<file path="src/rtl/ahb_arbiter_if.sv">
// Two-master AHB arbitration bus: per-master request/address-phase signals in,
// grants and the muxed bridge-side transfer out.
interface ahb_arbiter_if #(
  parameter int ADDR_W = 32,
  parameter int DATA_W = 32
);
  logic              Hbusreq0, Hbusreq1;
  logic [ADDR_W-1:0] Haddr0, Haddr1;
  logic [1:0]        Htrans0, Htrans1;
  logic              Hwrite0, Hwrite1;
  logic [DATA_W-1:0] Hwdata0, Hwdata1;
  logic              Hreadyout;
  logic              Hgrant0, Hgrant1;
  logic              Hmaster;
  logic [ADDR_W-1:0] Haddr;
  logic [1:0]        Htrans;
  logic              Hwrite;
  logic [DATA_W-1:0] Hwdata;
  logic              Hreadyin;

  // Handshake: a transfer phase advances only on a rising edge where Hreadyout=1;
  // while it is 0 every arbitration output holds its value.

  // Arbiter side.
  modport slave (
    input  Hbusreq0, Hbusreq1, Haddr0, Haddr1, Htrans0, Htrans1,
           Hwrite0, Hwrite1, Hwdata0, Hwdata1, Hreadyout,
    output Hgrant0, Hgrant1, Hmaster, Haddr, Htrans, Hwrite, Hwdata, Hreadyin
  );

  // Requesting-master / bridge side.
  modport master (
    output Hbusreq0, Hbusreq1, Haddr0, Haddr1, Htrans0, Htrans1,
           Hwrite0, Hwrite1, Hwdata0, Hwdata1, Hreadyout,
    input  Hgrant0, Hgrant1, Hmaster, Haddr, Htrans, Hwrite, Hwdata, Hreadyin
  );
endinterface

</file>
<file path="src/rtl/ahb_arbiter.sv">
// Two-master AHB arbiter with burst lock and one-edge handover.
// Define ARB_ROUND_ROBIN_EN for round-robin priority; default is fixed master-0 priority.
module ahb_arbiter #(
  parameter int ADDR_W = 32,
  parameter int DATA_W = 32
) (
  input  logic               Hclk,
  input  logic               Hresetn,
  ahb_arbiter_if.slave       bus,
  output logic [1:0]         dbg_state_o
);

  typedef enum logic [1:0] {
    ST_IDLE = 2'd0,
    ST_OWN0 = 2'd1,
    ST_OWN1 = 2'd2
  } state_t;

  state_t state_q, state_d;
  logic   grant0_q, grant1_q;
  logic   hmaster_q;
  logic   downer_q;
  logic   fav1;
  logic   lock0, lock1;
  logic   req0, req1;
  logic [DATA_W-1:0] wdata_sel;

`ifdef ARB_ROUND_ROBIN_EN
  logic ptr_q;
  assign fav1 = ptr_q;
`else
  assign fav1 = 1'b0;
`endif

  assign req0  = bus.Hbusreq0;
  assign req1  = bus.Hbusreq1;
  // SEQ (11) and BUSY (01) both have bit 0 set: the owner is mid-burst.
  assign lock0 = bus.Htrans0[0];
  assign lock1 = bus.Htrans1[0];

  always_comb begin
    state_d = state_q;
    case (state_q)
      ST_IDLE: begin
        if (req0 && req1)  state_d = fav1 ? ST_OWN1 : ST_OWN0;
        else if (req0)     state_d = ST_OWN0;
        else if (req1)     state_d = ST_OWN1;
        else               state_d = ST_IDLE;
      end
      ST_OWN0: begin
        if (!lock0) begin
          if (req1 && (!req0 || fav1)) state_d = ST_OWN1;
          else if (req0)               state_d = ST_OWN0;
          else                         state_d = ST_IDLE;
        end
      end
      ST_OWN1: begin
        if (!lock1) begin
          if (req0 && (!req1 || !fav1)) state_d = ST_OWN0;
          else if (req1)                state_d = ST_OWN1;
          else                          state_d = ST_IDLE;
        end
      end
      default: state_d = ST_IDLE;
    endcase
  end

  always_ff @(posedge Hclk) begin
    if (!Hresetn) begin
      state_q   <= ST_IDLE;
      grant0_q  <= 1'b0;
      grant1_q  <= 1'b0;
      hmaster_q <= 1'b0;
      downer_q  <= 1'b0;
`ifdef ARB_ROUND_ROBIN_EN
      ptr_q     <= 1'b0;
`endif
    end else if (bus.Hreadyout) begin
      state_q  <= state_d;
      grant0_q <= (state_d == ST_OWN0);
      grant1_q <= (state_d == ST_OWN1);
      downer_q <= hmaster_q;
      // Hmaster keeps the last owner through IDLE so its final data phase stays routed.
      if (state_d == ST_OWN0) hmaster_q <= 1'b0;
      else if (state_d == ST_OWN1) hmaster_q <= 1'b1;
`ifdef ARB_ROUND_ROBIN_EN
      if (state_d == ST_OWN0) ptr_q <= 1'b1;
      else if (state_d == ST_OWN1) ptr_q <= 1'b0;
`endif
    end
  end

  assign wdata_sel = downer_q ? bus.Hwdata1 : bus.Hwdata0;

  always_comb begin
    bus.Haddr  = {ADDR_W{1'b0}};
    bus.Htrans = 2'b00;
    bus.Hwrite = 1'b0;
    if (state_q != ST_IDLE) begin
      bus.Haddr  = hmaster_q ? bus.Haddr1  : bus.Haddr0;
      bus.Htrans = hmaster_q ? bus.Htrans1 : bus.Htrans0;
      bus.Hwrite = hmaster_q ? bus.Hwrite1 : bus.Hwrite0;
    end
  end

  assign bus.Hwdata   = wdata_sel;
  assign bus.Hgrant0  = grant0_q;
  assign bus.Hgrant1  = grant1_q;
  assign bus.Hmaster  = hmaster_q;
  assign bus.Hreadyin = bus.Hreadyout;
  assign dbg_state_o  = state_q;

endmodule

</file>
<file path="src/flat_wrapper.sv">
// flat-port wrapper written by rule: the top's interface ports become plain ports
module ahb_arbiter_flat 
#(
  parameter int ADDR_W = 32,
  parameter int DATA_W = 32
)
  (Hclk, Hresetn, dbg_state_o, bus_Hbusreq0, bus_Hbusreq1, bus_Haddr0, bus_Haddr1, bus_Htrans0, bus_Htrans1, bus_Hwrite0, bus_Hwrite1, bus_Hwdata0, bus_Hwdata1, bus_Hreadyout, bus_Hgrant0, bus_Hgrant1, bus_Hmaster, bus_Haddr, bus_Htrans, bus_Hwrite, bus_Hwdata, bus_Hreadyin);
  ahb_arbiter_if #(.ADDR_W(ADDR_W), .DATA_W(DATA_W)) bus_i ();
  input  logic Hclk;
  input  logic Hresetn;
  output logic [1:0] dbg_state_o;
  input wire logic [$bits(bus_i.Hbusreq0)-1:0] bus_Hbusreq0;
  input wire logic [$bits(bus_i.Hbusreq1)-1:0] bus_Hbusreq1;
  input wire logic [$bits(bus_i.Haddr0)-1:0] bus_Haddr0;
  input wire logic [$bits(bus_i.Haddr1)-1:0] bus_Haddr1;
  input wire logic [$bits(bus_i.Htrans0)-1:0] bus_Htrans0;
  input wire logic [$bits(bus_i.Htrans1)-1:0] bus_Htrans1;
  input wire logic [$bits(bus_i.Hwrite0)-1:0] bus_Hwrite0;
  input wire logic [$bits(bus_i.Hwrite1)-1:0] bus_Hwrite1;
  input wire logic [$bits(bus_i.Hwdata0)-1:0] bus_Hwdata0;
  input wire logic [$bits(bus_i.Hwdata1)-1:0] bus_Hwdata1;
  input wire logic [$bits(bus_i.Hreadyout)-1:0] bus_Hreadyout;
  output wire logic [$bits(bus_i.Hgrant0)-1:0] bus_Hgrant0;
  output wire logic [$bits(bus_i.Hgrant1)-1:0] bus_Hgrant1;
  output wire logic [$bits(bus_i.Hmaster)-1:0] bus_Hmaster;
  output wire logic [$bits(bus_i.Haddr)-1:0] bus_Haddr;
  output wire logic [$bits(bus_i.Htrans)-1:0] bus_Htrans;
  output wire logic [$bits(bus_i.Hwrite)-1:0] bus_Hwrite;
  output wire logic [$bits(bus_i.Hwdata)-1:0] bus_Hwdata;
  output wire logic [$bits(bus_i.Hreadyin)-1:0] bus_Hreadyin;
  assign bus_i.Hbusreq0 = bus_Hbusreq0;
  assign bus_i.Hbusreq1 = bus_Hbusreq1;
  assign bus_i.Haddr0 = bus_Haddr0;
  assign bus_i.Haddr1 = bus_Haddr1;
  assign bus_i.Htrans0 = bus_Htrans0;
  assign bus_i.Htrans1 = bus_Htrans1;
  assign bus_i.Hwrite0 = bus_Hwrite0;
  assign bus_i.Hwrite1 = bus_Hwrite1;
  assign bus_i.Hwdata0 = bus_Hwdata0;
  assign bus_i.Hwdata1 = bus_Hwdata1;
  assign bus_i.Hreadyout = bus_Hreadyout;
  assign bus_Hgrant0 = bus_i.Hgrant0;
  assign bus_Hgrant1 = bus_i.Hgrant1;
  assign bus_Hmaster = bus_i.Hmaster;
  assign bus_Haddr = bus_i.Haddr;
  assign bus_Htrans = bus_i.Htrans;
  assign bus_Hwrite = bus_i.Hwrite;
  assign bus_Hwdata = bus_i.Hwdata;
  assign bus_Hreadyin = bus_i.Hreadyin;
  ahb_arbiter #(.ADDR_W(ADDR_W), .DATA_W(DATA_W)) u_core (.Hclk(Hclk), .Hresetn(Hresetn), .bus(bus_i), .dbg_state_o(dbg_state_o));
endmodule
</file>
<file path="config.mk">
export PLATFORM = sky130hd
export DESIGN_NAME = ahb_arbiter_flat
export DESIGN_NICKNAME = d
export VERILOG_FILES = /design/src/rtl/ahb_arbiter_if.sv /design/src/rtl/ahb_arbiter.sv /design/src/flat_wrapper.sv
export SDC_FILE = /design/constraint.sdc
export NUM_CORES = 1
export LEC_CHECK = 0
export ABC_CLOCK_PERIOD_IN_PS = 3000
export BUFFER_PORTS_ARGS = -buffer_cell sky130_fd_sc_hd__buf_2
export CAP_MARGIN = 20
export CORE_AREA = 2 2 83 85
export DETAILED_ROUTE_END_ITERATION = 8
export DIE_AREA = 0 0 85 87
export MAX_ROUTING_LAYER = met4
export PLACE_DENSITY_LB_ADDON = 0.08
export REMOVE_ABC_BUFFERS = 1
export SYNTH_ARGS = -nofsm -noshare
export SYNTH_HDL_FRONTEND = slang
export SYNTH_SLANG_ARGS = --single-unit
</file>
<file path="constraint.sdc">
create_clock -name Hclk -period 3 [get_ports Hclk]
set_input_delay 0.3 -clock Hclk [delete_from_list [all_inputs] [get_ports Hclk]]
set_output_delay 0.3 -clock Hclk [all_outputs]
set_load 0.02 [all_outputs]
</file>
==> flow_summary.json, run 1 <==
{
  "yosysMostFrequentCell": "mux2i_1",
  "die_h_um": 87,
  "slew_headroom_pct": 60.2,
  "drc": 0,
  "syn_area_um2": 1250,
  "cts_made_buffers": 3,
  "avgSynthCellArea_um2": 8.45,
  "synth_ff_type": "dfxtp_1",
  "core_area_um2": 6570,
  "synth.area.top_cells": "mux2i_1 (30%), mux2_2 (29%), nor2_1 (11%)",
  "top_usage_layer": "met2",
  "ctsHtreeMaxLevel": 1,
  "cp-start-kind": "flip-flop",
  "drtAntennaViolNets": 0,
  "cts_resized": 0,
  "final-max-slew-violation-count": 0,
  "yosysSeqAreaShare_pct": 9.61,
  "syn_inst": 148,
  "synth_top_area_share_pct": 30.4,
  "required_ns": 2.70,
  "crit_chain": "buf_4 -> mux2i_1 -> nor2_1 -> buf_2",
  "portBuffers": 211,
  "worst_setup_path_end_kind": "output pin",
  "drt_first_iter_violations": 18,
  "synth_edf_count": 0,
  "max_slew.worst_pin.slew_ns": 0.598,
  "use_met1_pct": 11.0,
  "gp_congestion": 0.705,
  "synth-seq-cells": 6,
  "yosys_warnings": 0,
  "hold_buffers": 0,
  "grt_pass1_vias": 1564,
  "die_w_um": 85,
  "io_pins": 212,
  "fin_nets": 496,
  "critPathKind": "flip-flop to output pin",
  "peakVddDrop_v": 0.000159,
  "dr.pass1.iters": 2,
  "wl_per_cell_um": 11.9,
  "die-area_um2": 7400,
  "synth_common_cells": "mux2i_1 (38), nor2_1 (36), mux2_2 (32), buf_2 (7), dfxtp_1 (6)",
  "finalCritPeriodShare_pct": 62.7,
  "fin_worst_skew_ns": 0.00282,
  "grt_max_degree": 37,
  "leakage_nw": 1.35,
  "diodes": 0,
  "use_met2_pct": 24.7,
  "crit_path_top_delay_cell": "buf_4",
  "clock_path_buffers": 2,
  "cts.clk_slew.worst_paths_ns": 0.04,
  "hp-class": "primary input to flip-flop",
  "post-dp-hpwl_mm": 4.42,
  "cap_violations": 0,
  "worstPathArrival_ns": 1.58,
  "wl_mm": 5.15,
  "cts_setup_buffers": 0,
  "p_per_area_nw_per_um2": 297,
  "antenna_found_initial": 0,
  "syn_to_final_growth_pct": 91.0,
  "rsz0062_at_grt": "no",
  "grt_use_total_pct": 11.9,
  "overflow": 0,
  "final-hold-violation-count": 0,
  "path_max_fanout": 36,
  "clock_latency_ns": 0.22,
  "status": "finished clean",
  "fin_crit_ns": 1.88,
  "vias": 1816,
  "cts_sinks": 6,
  "grt_util_met3_pct": 3.13,
  "drt-vias-per-instance": 4.20,
  "synth.distinct_cells": 20,
  "rows": 30,
  "grt_pass1_wl_mm": 7.08,
  "setup_viol": 0,
  "async_reset_ff_share_pct": 0,
  "cp_slowest_stage_delay_ns": 0.49,
  "root_buffer": "clkbuf_8",
  "cts_tree": "yes",
  "hold_slack_ns": 0.356,
  "yosysTopAreaCell": "mux2i_1",
  "setup_tns_ns": 0,
  "drive_gt1_share_pct": 72.4,
  "fmax_mhz": 532,
  "initial_core_util_pct": 19.0
}
flip-flops by register name, indices dropped and copies added (netlist names):
signal / cells
u_core.bus.Hgrant0: 1
u_core.bus.Hmaster: 1
u_core.bus.Hgrant1: 1
u_core.dbg_state_o: 2
u_core.downer_q: 1
where the power goes:
group          internal, mW  switching, mW  leakage, nW  total, mW
Clock                0.0861         0.0337       0.0216      0.120
Combinational         0.224          0.272         1.28      0.496
Sequential           0.0871        0.00608       0.0497     0.0931
Total                 0.397          0.311         1.35      0.709
area by class of cell:
cell class / instances / area [µm²]
multi-input cells: 127 / 1040
well taps: 80 / 100
flip-flops and latches: 6 / 121
clock buffers: 3 / 41.3
repair buffers: 214 / 1080
inverters: 2 / 7.51
fillers: 706 / 4180
critical path: cells and delay by family (launching register included):
kind	cells	cell delay (ns)
buffers and inverters	2	0.66
flip-flops	1	0.33
multiplexers	1	0.29
AND/OR/NAND/NOR	1	0.06
worst paths after layout:
| path | start | to | slack [ns] | cells past startpoint |
|---|---|---|---|---|
| setup / recovery | u_core.bus.Hmaster | bus_Haddr[18] | 1.12 | 4 |
| hold reg to reg | u_core.bus.Hmaster | u_core.bus.Hmaster | 0.50 | 1 |
| setup reg to reg | u_core.dbg_state_o[1] | u_core.bus.Hmaster | 1.47 | 7 |
| hold / removal | Hresetn | u_core.bus.Hmaster | 0.36 | 2 |
cells in the final DEF (no fill, tap or decap), types with 2 or more instances in the layout:
cell	count
mux2i_1	38
buf_4	3
buf_2	211
nor2b_1	4
nand2b_1	2
dfxtp_1	5
ha_1	3
mux2_2	32
clkbuf_8	3
inv_1	2
nor2_1	36
a21oi_1	3
nand2_1	2
through the flow:
step	setup slack, ns	area, µm²	instances	utilization, %	total power [mW]
floorplan	0.654	1170	135	-	0.396
global placement	1.30	2350	429	35.7	0.598
detailed placement	1.33	2350	429	35.7	0.598
CTS	1.09	2390	432	36.3	0.721
global route	1.02	2390	432	36.3	0.761
finish	1.12	2390	432	36.3	0.709
cell families (layout without fill, tap and decap cells):
kind of cell,after synthesis,in the layout,synth area share [%]
AND/OR/NAND/NOR,47,47,16.6
multiplexers,70,70,59.3
adder cells (fa/ha/maj),3,3,3.00
buffers and inverters,15,219,7.31
AO/OA/AOI/OAI,7,7,4.20
flip-flops,6,6,9.61
routing by layer:
metal,up-vias,share of wire [%]
li1,924,-
met1,762,32
met2,128,55
met3,2,13
met4,0,0.23
met5,-,0
No activity file was read; power rests on OpenSTA's default activity.
==> run 2: changes to the inputs <==
- ABC_AREA: default -> 1
- ABC_CLOCK_PERIOD_IN_PS: 3000 -> 1700
- CORE_AREA: 2 2 83 85 -> 2 2 81 83
- DIE_AREA: 0 0 85 87 -> 0 0 83 85
- clock period: 3 -> 1.7 ns (I/O delays scaled with it)
==> run 2 against run 1 <==
  * Count of clock-buffer cells in the layout did not move
  * Clock skew down 0.00060 ns
  * Wire length increased by 14%
  * Clock power is 73% higher
  * Cell count rose by 9.5%
==> flow_summary.json, run 2 <==
{
  "root_buffer": "clkbuf_8",
  "drc": 0,
  "synth_top_family_by_area": "multiplexers",
  "largest_reg_flops": 2,
  "swShare_pct": 45.1,
  "final-max-slew-violation-count": 0,
  "rsz0062_at_grt": "no",
  "wl_mm": 5.88,
  "seqPwrFrac_pct": 12.9,
  "die_h_um": 85,
  "gp_congestion": 0.831,
  "fin_crit_ns": 1.48,
  "yosysMostFrequentCell": "nand2_1",
  "portBuffers": 211,
  "status": "finished clean",
  "cts_setup_buffers": 0,
  "internal_power_uw": 714,
  "dp.cells": 470,
  "cp-start-kind": "flip-flop",
  "required_ns": 1.53,
  "holdPathEnd": "u_core.downer_q",
  "finalCritPeriodShare_pct": 87.1,
  "max_slew.worst_pin.slew_ns": 0.361,
  "die_w_um": 83,
  "synthAdderAreaFrac_pct": 2.74,
  "synthMuxAreaShare_pct": 34.2,
  "reg2reg_depth": 8,
  "fmax_mhz": 676,
  "syn_to_final_growth_pct": 80.3,
  "path_max_fanout": 37,
  "clock_latency_ns": 0.22,
  "worst_setup_path_end_kind": "output pin",
  "final-hold-violation-count": 0,
  "synth_xor_area_share_pct": 0,
  "slew_headroom_pct": 75.9,
  "reg2reg_slack_ns": 0.25,
  "grt_use_total_pct": 15.4,
  "core_area_um2": 6200,
  "final_cell_count_no_fill": 473,
  "final_common_cell": "buf_2",
  "leakage_nw": 1.51,
  "synth_edf_count": 0,
  "hp-class": "primary input to flip-flop",
  "diodes": 0,
  "yosysTopAreaCell": "mux2_4",
  "post-dp-hpwl_mm": 4.89,
  "yosys_warnings": 0,
  "synth-compound-area-share_pct": 17.2,
  "rows": 29,
  "overflow": 0,
  "grt_pass1_wl_mm": 8.86,
  "p_sw_uw": 586,
  "dr.pass1.iters": 4,
  "hold_buffers": 0,
  "drt_first_iter_violations": 48,
  "synth-seq-cells": 6,
  "critPathKind": "flip-flop to output pin",
  "min_path_cells": 3,
  "io_pins": 212,
  "yosysSeqAreaShare_pct": 8.76,
  "cts_sinks": 6,
  "min_from": "Hresetn",
  "setup_viol": 0,
  "wl_per_cell_um": 12.4,
  "drive_gt1_share_pct": 63.9,
  "cap_violations": 0,
  "synth_top_area_share_pct": 31.8,
  "worstPathArrival_ns": 1.31,
  "synth.area.top_cells": "mux2_4 (32%), nand2_1 (21%), a21oi_1 (14%)",
  "grt_pass1_vias": 1929,
  "drtAntennaViolNets": 0,
  "cts_resized": 0,
  "die-area_um2": 7060,
  "fin_worst_skew_ns": 0.00222,
  "reg2reg_to": "u_core.bus.Hmaster",
  "synth_ff_type": "dfxtp_1",
  "setup_tns_ns": 0,
  "synth.distinct_cells": 15,
  "fin_nets": 540,
  "antenna_found_initial": 0,
  "syn_area_um2": 1370,
  "final_cell_mix": "buf_2 (211), nand2_1 (78), a21oi_1 (39)",
  "avgSynthCellArea_um2": 7.07,
  "syn_inst": 194,
  "peakVddDrop_v": 0.000375,
  "initial_core_util_pct": 22.1,
  "cts_tree": "yes",
  "ctsHtreeMaxLevel": 1,
  "pwr-share-clk_pct": 16.0,
  "drt-vias-per-instance": 4.15,
  "p_per_area_nw_per_um2": 525,
  "hold_slack_ns": 0.234,
  "synth-simple-area-share_pct": 23.3,
  "grt_max_degree": 38,
  "async_reset_ff_share_pct": 0,
  "finalPower_mw": 1.30,
  "comb_power_share_pct": 71.2,
  "synth_common_cells": "nand2_1 (78), a21oi_1 (39), mux2_4 (29), o21ai_0 (8)",
  "rr_startpoint": "u_core.dbg_state_o[0]",
  "vias": 1961,
  "cts_made_buffers": 3,
  "cts.clk_slew.worst_paths_ns": 0.04,
  "clock_path_buffers": 2
}
-- run 2: layout make-up --
| cell class | instances | area [µm²] |
|---|---|---|
| multi-input cells | 165 | 1060 |
| well taps | 77 | 96.3 |
| clock buffers | 3 | 41.3 |
| inverters | 7 | 28.8 |
| fillers | 689 | 3730 |
| flip-flops and latches | 6 | 121 |
| repair buffers | 215 | 1120 |
-- run 2: through the flow --
| stage | setup WS [ns] | area [µm²] | utilization (%) |
|---|---|---|---|
| after floorplan | -0.309 | 1210 | - |
| after global placement | 0.288 | 2430 | 39.2 |
| after detailed placement | 0.245 | 2430 | 39.2 |
| after CTS | 0.199 | 2470 | 39.8 |
| after global routing | 0.0438 | 2470 | 39.8 |
| final | 0.220 | 2470 | 39.8 |
-- run 2: cells by family (layout without fill, tap and decap cells) --
group	count (synthesis)	after routing
adder cells (fa/ha/maj)	3	3
flip-flops	6	6
multiplexers	32	32
AO/OA/AOI/OAI	47	47
buffers and inverters	23	225
AND/OR/NAND/NOR	83	83
-- run 2: worst max path at each step --
stage,from,end,cells past startpoint
2_1_floorplan,u_core.downer_q,bus_Hwdata[0],1
3_3_place_gp,u_core.dbg_state_o[0],u_core.bus.Hmaster,8
3_5_place_dp,u_core.dbg_state_o[0],u_core.bus.Hmaster,8
4_1_cts,u_core.bus.Hmaster,bus_Haddr[10],4
5_1_grt,u_core.dbg_state_o[0],u_core.bus.Hmaster,8
6_report,u_core.bus.Hmaster,bus_Haddr[10],4
-- run 2: worst max-delay path, cell delays in order, from the launching register on --
cell and delay (ns):
dfxtp_1 0.35, inv_4 0.30, nand2_1 0.09, a21oi_1 0.16, buf_2 0.19
-- run 2: layer usage --
layer	vias to the layer above	wire, µm	GRT usage [%]
met5	-	0	-
met4	0	41	1.79
met3	4	283	2.04
met2	78	3140	28.7
met1	835	2420	18.2
li1	1044	-	-
-- run 2: power by group through the flow --
| stage | sequential, mW | clock, mW | combinational (mW) |
|---|---|---|---|
| 2_1_floorplan | 0.215 | 0 | 0.489 |
| 3_3_place_gp | 0.169 | 0 | 0.930 |
| 3_5_place_dp | 0.169 | 0 | 0.931 |
| 4_1_cts | 0.167 | 0.216 | 0.934 |
| 5_1_grt | 0.169 | 0.230 | 1.00 |
| 6_report | 0.167 | 0.208 | 0.925 |
